`config.mk`:
```
export PLATFORM = sky130hd
export DESIGN_NAME = flash_loader
export DESIGN_NICKNAME = d
export VERILOG_FILES = /design/src/rtl/flash_loader_pkg.sv /design/src/rtl/flash_loader_spi_shifter.sv /design/src/rtl/flash_loader.sv
export SDC_FILE = /design/constraint.sdc
export NUM_CORES = 1
export LEC_CHECK = 0
export ABC_AREA = 1
export CAP_MARGIN = 20
export CORE_ASPECT_RATIO = 0.5
export CORE_MARGIN = 8
export CORE_UTILIZATION = 40
export DETAILED_ROUTE_END_ITERATION = 10
export MAX_ROUTING_LAYER = met4
export PLACE_DENSITY = 0.65
export SETUP_SLACK_MARGIN = 0.15
export SLEW_MARGIN = 20
export SYNTH_ARGS = -nofsm -noshare
export SYNTH_HDL_FRONTEND = slang
export SYNTH_SLANG_ARGS = --single-unit
```
`constraint.sdc`:
```
create_clock -name clk -period 3.5 [get_ports clk]
set_input_delay 0.525 -clock clk [delete_from_list [all_inputs] [get_ports clk]]
set_output_delay 0.525 -clock clk [all_outputs]
set_load 0.02 [all_outputs]
```
`src/rtl/flash_loader_pkg.sv`:
```
// Shared types and constants for the SPI-flash-to-RAMIO boot loader.
package flash_loader_pkg;

  typedef enum logic [2:0] {
    ST_IDLE  = 3'd0,
    ST_CMD   = 3'd1,
    ST_DATA  = 3'd2,
    ST_WRITE = 3'd3,
    ST_WAIT  = 3'd4,
    ST_DONE  = 3'd5
  } state_t;

  localparam logic [7:0] READ_OPCODE = 8'h03;
  localparam logic [1:0] WT_NONE     = 2'b00;
  localparam logic [1:0] WT_WORD     = 2'b11;

  localparam int         CNT_W       = 6;
  localparam logic [5:0] CMD_BITS    = 6'd32;
  localparam logic [5:0] BYTE_BITS   = 6'd8;

  // Byte address of a destination word; the add wraps naturally at 2^32.
  function automatic logic [31:0] word_addr(input logic [31:0] base, input logic [29:0] idx);
    return base + {idx, 2'b00};
  endfunction

endpackage

```
`src/rtl/flash_loader_spi_shifter.sv`:
```
// SPI mode-0 bit engine: flash_clk = clk/2, MSB-first shift out, shift in on rising clock.
// The rising half of a bit is suppressed while pause is high, so the clock parks low.
module spi_shifter
  import flash_loader_pkg::*;
(
  input  logic             clk,
  input  logic             rst,
  input  logic             load,
  input  logic [31:0]      load_data,
  input  logic             run,
  input  logic             pause,
  input  logic             clr_cnt,
  input  logic             miso,
  output logic             sck,
  output logic             mosi,
  output logic [7:0]       rx_byte,
  output logic [CNT_W-1:0] bit_cnt
);

  logic             sck_r;
  logic             mosi_r;
  logic [31:0]      tx_sr_r;
  logic [7:0]       rx_sr_r;
  logic [CNT_W-1:0] bit_cnt_r;

  // Clock toggle, shift registers and per-bit counter.
  always_ff @(posedge clk or posedge rst) begin
    if (rst) begin
      sck_r     <= 1'b0;
      mosi_r    <= 1'b0;
      tx_sr_r   <= 32'h0000_0000;
      rx_sr_r   <= 8'h00;
      bit_cnt_r <= 6'd0;
    end else if (load) begin
      sck_r     <= 1'b0;
      mosi_r    <= load_data[31];
      tx_sr_r   <= {load_data[30:0], 1'b0};
      bit_cnt_r <= 6'd0;
    end else if (run) begin
      if (sck_r) begin
        // falling edge: present the next outgoing bit while the clock is low
        sck_r     <= 1'b0;
        mosi_r    <= tx_sr_r[31];
        tx_sr_r   <= {tx_sr_r[30:0], 1'b0};
        bit_cnt_r <= clr_cnt ? 6'd0 : bit_cnt_r;
      end else if (!pause) begin
        sck_r     <= 1'b1;
        rx_sr_r   <= {rx_sr_r[6:0], miso};
        bit_cnt_r <= bit_cnt_r + 6'd1;
      end else begin
        sck_r     <= 1'b0;
      end
    end else begin
      sck_r  <= 1'b0;
      mosi_r <= 1'b0;
    end
  end

  assign sck     = sck_r;
  assign mosi    = mosi_r;
  assign rx_byte = rx_sr_r;
  assign bit_cnt = bit_cnt_r;

endmodule

```
`src/rtl/flash_loader.sv`:
```
// Copies LOAD_BYTES from SPI flash (READ 0x03) into RAMIO as little-endian 32-bit words.
// Optional FLASH_LOADER_CHECKSUM_EN adds a running 32-bit sum of the written words.
module flash_loader
  import flash_loader_pkg::*;
#(
  parameter logic [23:0] FLASH_ADDR = 24'h00_0000,
  parameter logic [31:0] RAM_ADDR   = 32'h0000_0000,
  parameter int          LOAD_BYTES = 4096
) (
  input  logic        clk,
  input  logic        rst,
  input  logic        start,
  output logic        busy,
  output logic        done,
  output logic        flash_clk,
  output logic        flash_mosi,
  output logic        flash_cs,
  input  logic        flash_miso,
  output logic        ramio_enable,
  output logic [1:0]  ramio_write_type,
  output logic [31:0] ramio_address,
  output logic [31:0] ramio_data_in,
  input  logic        ramio_busy
`ifdef FLASH_LOADER_CHECKSUM_EN
  ,
  output logic [31:0] checksum
`endif
);

  generate
    if (LOAD_BYTES <= 0 || (LOAD_BYTES % 4) != 0) begin : g_len_check
      $error("flash_loader: LOAD_BYTES must be a nonzero multiple of 4");
    end
  endgenerate

  localparam logic [29:0] LAST_WORD = 30'(LOAD_BYTES / 4 - 1);

  state_t           state_r;
  logic             busy_r;
  logic             done_r;
  logic             cs_r;
  logic             en_r;
  logic [1:0]       wt_r;
  logic [31:0]      addr_r;
  logic [31:0]      data_r;
  logic [1:0]       byte_idx_r;
  logic [29:0]      word_idx_r;

  logic             load_s;
  logic             run_s;
  logic             pause_s;
  logic             clr_s;
  logic [7:0]       rx_byte_s;
  logic [CNT_W-1:0] bit_cnt_s;

  spi_shifter u_shifter (
    .clk       (clk),
    .rst       (rst),
    .load      (load_s),
    .load_data ({READ_OPCODE, FLASH_ADDR}),
    .run       (run_s),
    .pause     (pause_s),
    .clr_cnt   (clr_s),
    .miso      (flash_miso),
    .sck       (flash_clk),
    .mosi      (flash_mosi),
    .rx_byte   (rx_byte_s),
    .bit_cnt   (bit_cnt_s)
  );

  // Shifter control derived from the current state.
  always_comb begin
    load_s  = 1'b0;
    run_s   = 1'b0;
    pause_s = 1'b0;
    clr_s   = 1'b0;
    case (state_r)
      ST_IDLE:  load_s = start;
      ST_CMD: begin
        run_s = 1'b1;
        clr_s = (bit_cnt_s == CMD_BITS);
      end
      ST_DATA: begin
        run_s = 1'b1;
        clr_s = (bit_cnt_s == BYTE_BITS);
      end
      ST_WRITE, ST_WAIT: begin
        run_s   = 1'b1;
        pause_s = 1'b1;
      end
      default: begin
        run_s   = 1'b0;
        pause_s = 1'b0;
      end
    endcase
  end

  // Main sequencer with registered outputs.
  always_ff @(posedge clk or posedge rst) begin
    if (rst) begin
      state_r    <= ST_IDLE;
      busy_r     <= 1'b0;
      done_r     <= 1'b0;
      cs_r       <= 1'b1;
      en_r       <= 1'b0;
      wt_r       <= WT_NONE;
      addr_r     <= 32'h0000_0000;
      data_r     <= 32'h0000_0000;
      byte_idx_r <= 2'd0;
      word_idx_r <= 30'd0;
    end else begin
      en_r <= 1'b0;
      wt_r <= WT_NONE;
      case (state_r)
        ST_IDLE: begin
          if (start) begin
            state_r    <= ST_CMD;
            cs_r       <= 1'b0;
            busy_r     <= 1'b1;
            done_r     <= 1'b0;
            byte_idx_r <= 2'd0;
            word_idx_r <= 30'd0;
          end
        end
        ST_CMD: begin
          if (bit_cnt_s == CMD_BITS) begin
            state_r <= ST_DATA;
          end
        end
        ST_DATA: begin
          if (bit_cnt_s == BYTE_BITS) begin
            data_r[{byte_idx_r, 3'b000} +: 8] <= rx_byte_s;
            byte_idx_r <= byte_idx_r + 2'd1;
            if (byte_idx_r == 2'd3) begin
              state_r <= ST_WRITE;
            end
          end
        end
        ST_WRITE: begin
          if (!ramio_busy) begin
            en_r    <= 1'b1;
            wt_r    <= WT_WORD;
            addr_r  <= word_addr(RAM_ADDR, word_idx_r);
            state_r <= ST_WAIT;
          end
        end
        ST_WAIT: begin
          // the enable cycle itself is skipped so RAMIO has a cycle to raise busy
          if (!en_r && !ramio_busy) begin
            if (word_idx_r == LAST_WORD) begin
              state_r <= ST_DONE;
              cs_r    <= 1'b1;
              busy_r  <= 1'b0;
              done_r  <= 1'b1;
            end else begin
              word_idx_r <= word_idx_r + 30'd1;
              state_r    <= ST_DATA;
            end
          end
        end
        ST_DONE:  state_r <= ST_IDLE;
        default:  state_r <= ST_IDLE;
      endcase
    end
  end

`ifdef FLASH_LOADER_CHECKSUM_EN
  logic [31:0] checksum_r;

  // Running sum of every word handed to RAMIO.
  always_ff @(posedge clk or posedge rst) begin
    if (rst) begin
      checksum_r <= 32'h0000_0000;
    end else if (state_r == ST_IDLE && start) begin
      checksum_r <= 32'h0000_0000;
    end else if (state_r == ST_WRITE && !ramio_busy) begin
      checksum_r <= checksum_r + data_r;
    end else begin
      checksum_r <= checksum_r;
    end
  end

  assign checksum = checksum_r;
`endif

  assign busy             = busy_r;
  assign done             = done_r;
  assign flash_cs         = cs_r;
  assign ramio_enable     = en_r;
  assign ramio_write_type = wt_r;
  assign ramio_address    = addr_r;
  assign ramio_data_in    = data_r;

endmodule

```
; Word level (Yosys, flattened, before mapping)
; Index checks and enable logic that the tools add are counted.
[classes]
multipliers = 0
div_mod_pow = 0
reduce_logical = 19
add_sub_neg = 4
mux = 47
order_cmp = 0
bitwise = 4
eq_ne = 19
shifts = 2
[op_table]
columns = operator, count
row1 = 32-bit two-way mux, 3
row2 = 30-bit two-way mux, 3
row3 = 30-bit one-hot mux with 2 select lines, 1
row4 = 32-bit bitwise mux, 1
row5 = 8-bit by 7-bit variable shift with 32-bit output (first input constant), 1
row6 = 8-bit by 7-bit variable part select with 32-bit output, 1
row7 = 30-bit by 1-bit adder with 30-bit output (second input constant), 1
row8 = 30-bit by 10-bit == test with 1-bit output (second input constant), 1
row9 = 6-bit two-way mux, 5
row10 = 3-bit two-way mux, 7
row11 = 1-bit two-way mux, 18
row12 = 2-bit inequality test (second input constant), 8
row13 = 3-bit one-hot mux with 5 select lines, 1
row14 = 4-bit AND reduction, 3
row15 = 2-bit two-way mux, 4
row16 = 2-bit nonzero test, 4
row17 = 5-bit negator with 7-bit output, 1
row18 = 6-bit by 1-bit adder with 6-bit output (second input constant), 1
row19 = 3-bit by 2-bit == test with 1-bit output (second input constant), 2
row20 = 6-bit by 4-bit == test with 1-bit output (second input constant), 1
row21 = 6-bit == test (second input constant), 1
row22 = 3-bit by 2-bit inequality test with 1-bit output (second input constant), 2
row23 = 1-bit one-hot mux with 2 select lines, 3
row24 = 2-bit AND reduction, 3
row25 = other kinds (14), 19
[totals]
latchBits = 0
mem_bits_ro = 0
output_inout_bits = 72
ramBits = 0
n_memories = 0
ff_bits = 151
elab_cells = 110

; Depth between registers and ports, before layout
[logic_depth]
depth_word = 7
ltp_mapped = 10
ltp_nobuf = 10

; Cells and area by module
; Synthesis repeated with hierarchy kept, for this count alone.
[unflattened]
hier_cells = 964
hier_area_um2 = 7542.2
[by_module_without_submodules]
columns = module, cells_per_inst, n_inst, area_each_um2
row1 = flash_loader, 702, 1, 5240.0
row2 = spi_shifter, 262, 1, 2302.2

; Worst setup path before layout
; Ideal clock, no wire load.
[synth_path]
kind = flip-flop to flip-flop
start = reg byte_idx_r[0]
end = reg data_r[0], in the netlist ramio_data_in[0]
period_less_slack_ns = 1.730
setup_time_ns = 0.066
required_ns = 3.434
path_stages_with_launch = 7
t_arrival_ns = 1.664
slack_ns = 1.770
path_buffers = 1
path_cell_list = dfrtp_1 -> inv_1 -> ha_1 -> buf_2 -> nor3b_1 -> nand3_1 -> nand2_1
[synth_via]
elab_chain_cells = 3
elab_cells_between_ends = 4
[synth_lines]
columns = item, line_no
row1 = start: declaration, flash_loader.sv:46  ; logic [1:0] byte_idx_r;
row2 = start signal: assignment, flash_loader.sv:133  ; byte_idx_r <= byte_idx_r + 2'd1;
row3 = 5-bit negator with 7-bit output *, flash_loader.sv:132  ; data_r[{byte_idx_r, 3'b000} +: 8] <= rx_byte_s;
row4 = 8-bit by 7-bit variable part select with 32-bit output or 8-bit by 7-bit variable shift with 32-bit output (tied branches), flash_loader.sv:132
row5 = 32-bit bitwise mux *, flash_loader.sv:132
row6 = end signal: indexed assignment, flash_loader.sv:132
row7 = end: declaration, flash_loader.sv:45  ; logic [31:0] data_r;
; Every way passes the cells marked *; elsewhere a longest branch is shown, timed or not.
; A chain may end at the register's enable or synchronous reset.

; Worst setup path after layout
[layout_path]
start = reg byte_idx_r[0]
end = reg data_r[1], in the netlist ramio_data_in[1]
; Same word-level chain as after synthesis.

==> impl_metrics.toml <==
[setup_path]
arrival_ns = 2.76
r2r_slack_ns = 1.09
cp_data_required_time_ns = 3.85
critical_path_class = "reg2reg"
cp-start-kind = "register"
crit_path_max_incr_delay_ns = 0.82
crit_chain = "inv_1, ha_1, nor3b_1, nand3_1, nand2_1"
endpoint_kind = "register"
slowest_stage = "nor3b_1"
path_max_fanout = 14

[die]
dieArea_um2 = 20400
rows = 32
ios = 77
core_um2 = 15500
die_w_um = 194
die_y_um = 105
start_util_pct = 41.0

[route]
vias = 5536
drc = 0
wl_per_cell_um = 14.4
drtIter0Drc = 393
drt-pass1-iter-count = 5
via_per_inst = 5.03
final_antenna_net_count = 0
postRouteWirelength_um = 15900

[clocking]
post_cts_resized = 0
cts-root-buf = "clkbuf_16"
post_cts_buffers = 0
clkLatencyLatePin_ns = 0.42
cts_buffers = 17
htree_num_levels = 4
cts_sinks = 124
path_clk_slew_ns = 0.06
holdBufCountCts = 0
clk_path_buf_depth = 2
cts_tree = "done"

[layout]
fill_cells = 1462
n_antenna_cell = 0
multiInputGateArea_um2 = 2770
nNetsFinal = 898
drive_gt1_share_pct = 10.8
syn2layout_area_growth_pct = 23.1
ff_latch_area_um2 = 3100

[logic_synthesis]
syn_inst = 811
synth_top_family_by_area = "simple AND/OR/NAND/NOR gates"
yosys_warnings = 0
postSynthAreaPerCell_um2 = 7.82
synth-compound-area-share_pct = 11.3
synth_xor_xnor_area_share_pct = 0.138
synth.distinct_cells = 33
synthAdderAreaFrac_pct = 1.78
synthSimpleGateAreaFrac_pct = 30.4
syn_area_um2 = 6340
yosys_register_bits = 124
synthMuxAreaShare_pct = 0
seq_area_frac_synth_pct = 49.0

[min_path]
hold_class = "reg2reg"

[global_route]
grt_pass1_wl_um = 26800
grtUsageTotal_pct = 16.3
grt-ovfl-total = 0
grt_max_degree = 61
antenna_found_initial = 0
grt_pass1_vias = 5338

[power_and_ir_drop]
ir_drop_mv = 0.361
leakagePower_nw = 3.41
power_density_nw_per_um2 = 696

[timing]
finClkSkew_ns = 0.00791
setup_tns_ns = 0
max_freq_mhz = 415
holdWs_ns = 0.472
drv_slew = 0
rsz0062_at_grt = "no"
finalCriticalPeriod_ns = 2.41
report.final.setup_viol = 0
slew_headroom_pct = 35.4
post-route-period-util_pct = 68.8
worst_pin_slew_ns = 0.966
hold_viol = 0

[place]
hpwl_um = 11200
port_buffers = 74
place_congestion = 0.909

[outcome]
status = "finished, final reports clean"

[flow_run]
max_cap_violations = 0
## synth_stat cells
cell | n | share of area (%)
nand2_1 | 239 | 14
dfrtp_1 | 123 | 49
nand3_1 | 88 | 6.9
nor2_1 | 75 | 4.4
inv_1 | 74 | 4.4
o21ai_0 | 74 | 5.8
nand2_2 | 20 | 2.0
o21ai_1 | 20 | 1.6
o21ai_2 | 19 | 2.6
clkbuf_1 | 9 | 0.53
ha_1 | 9 | 1.8
inv_2 | 9 | 0.53
buf_6 | 6 | 1.1
buf_2 | 5 | 0.39
nor2_2 | 5 | 0.49
o22ai_1 | 5 | 0.49
buf_4 | 4 | 0.47
nand4_1 | 4 | 0.39
nor2_4 | 4 | 0.71
o31ai_1 | 3 | 0.36
a21oi_1 | 2 | 0.16
nand3b_1 | 2 | 0.24
nor3_1 | 2 | 0.16
a22oi_1 | 1 | 0.12
conb_1 | 1 | 0.059
dfstp_2 | 1 | 0.41
nand2_4 | 1 | 0.18
nand3_2 | 1 | 0.16
nand4_4 | 1 | 0.34
nor3b_1 | 1 | 0.12
nor4_1 | 1 | 0.099
o21bai_1 | 1 | 0.12
xor2_1 | 1 | 0.14
## cell type report
type / instances / share of cell area, %
Inverter: 83 / 4.04
Clock inverter: 14 / 1.86
Tap cell: 204 / 3.27
Clock buffer: 18 / 5.63
Multi-Input combinational cell: 581 / 35.5
Timing Repair Buffer: 77 / 9.94
Sequential cell: 124 / 39.8
## state kept, by name, indices dropped and copies added, names as in the netlist, 2 cells and up
signal and count:
u_shifter.bit_cnt 6, ramio_data_in 32, ramio_address 30, word_idx_r 30
state_r 3, u_shifter.tx_sr_r 7, u_shifter.rx_byte 8, byte_idx_r 2
## power by group
group,internal [mW],switching (mW),leakage [nW]
logic,0.603,1.12,1.44
registers,1.72,0.232,1.68
clock network,1.07,0.681,0.278
total,3.39,2.04,3.41
## stage by stage
stage / util (%) / instances / worst slack, ns / total power [mW] / area [um2]
after floorplan: - / 812 / 1.45 / 3.14 / 6350
after global placement: 46.7 / 1069 / 1.09 / 3.69 / 7220
after detailed placement: 46.7 / 1069 / 1.11 / 3.72 / 7220
after CTS: 50.5 / 1101 / 1.09 / 5.49 / 7810
after global routing: 50.5 / 1101 / 0.840 / 5.77 / 7810
final: 50.5 / 1101 / 1.09 / 5.43 / 7810
## critical path, delay by kind of cell, from the launching register on
kind / cells / cell delay, ns
buffers and inverters: 1 / 0.21
and+or+nand+nor: 3 / 1.08
DFF: 1 / 0.60
adders and majority gates: 1 / 0.45
## kinds of logic after synthesis
family | after synthesis
other | 1
adders and majority gates | 9
and+or+nand+nor | 444
DFF | 124
buffers and inverters | 107
xor gates and xnor gates | 1
AOI/OAI and AO/OA | 125
## layer usage
metal  track usage [%]  vias to the layer above  share of wire [%]
met5                 -                        -                  0
li1                  -                     2769                  -
met2              24.9                      161                 44
met4              5.80                        0                2.0
met3              3.68                       27                5.0
met1              21.0                     2579                 49
## final timing paths
path	depth (start not counted)	start	to
min in group asynchronous	2	rst	ramio_data_in[15]$_DFFE_PP0P_
max in group asynchronous	3	rst	u_shifter.bit_cnt[0]$_DFFE_PP0P_
worst min-delay path	2	ramio_address[3]$_DFFE_PP0P_	ramio_address[3]$_DFFE_PP0P_
worst max-delay path	5	byte_idx_r[0]$_DFFE_PP0P_	ramio_data_in[1]$_DFFE_PP0P_
worst max register to register	5	byte_idx_r[0]$_DFFE_PP0P_	ramio_data_in[1]$_DFFE_PP0P_
worst min register to register	2	ramio_address[3]$_DFFE_PP0P_	ramio_address[3]$_DFFE_PP0P_
## layout by cell type (no fill, tap or decap), drive strengths merged, types with 5 or more instances in the layout
master	instances
o22ai	5
dfrtp	123
clkdlybuf4s50	74
ha	9
clkinvlp	5
inv	84
clkinv	6
o21ai	113
clkbuf	18
nand2	260
nand4	5
nor2	84
nand3	89
No activity file was read; power rests on OpenSTA's default activity.
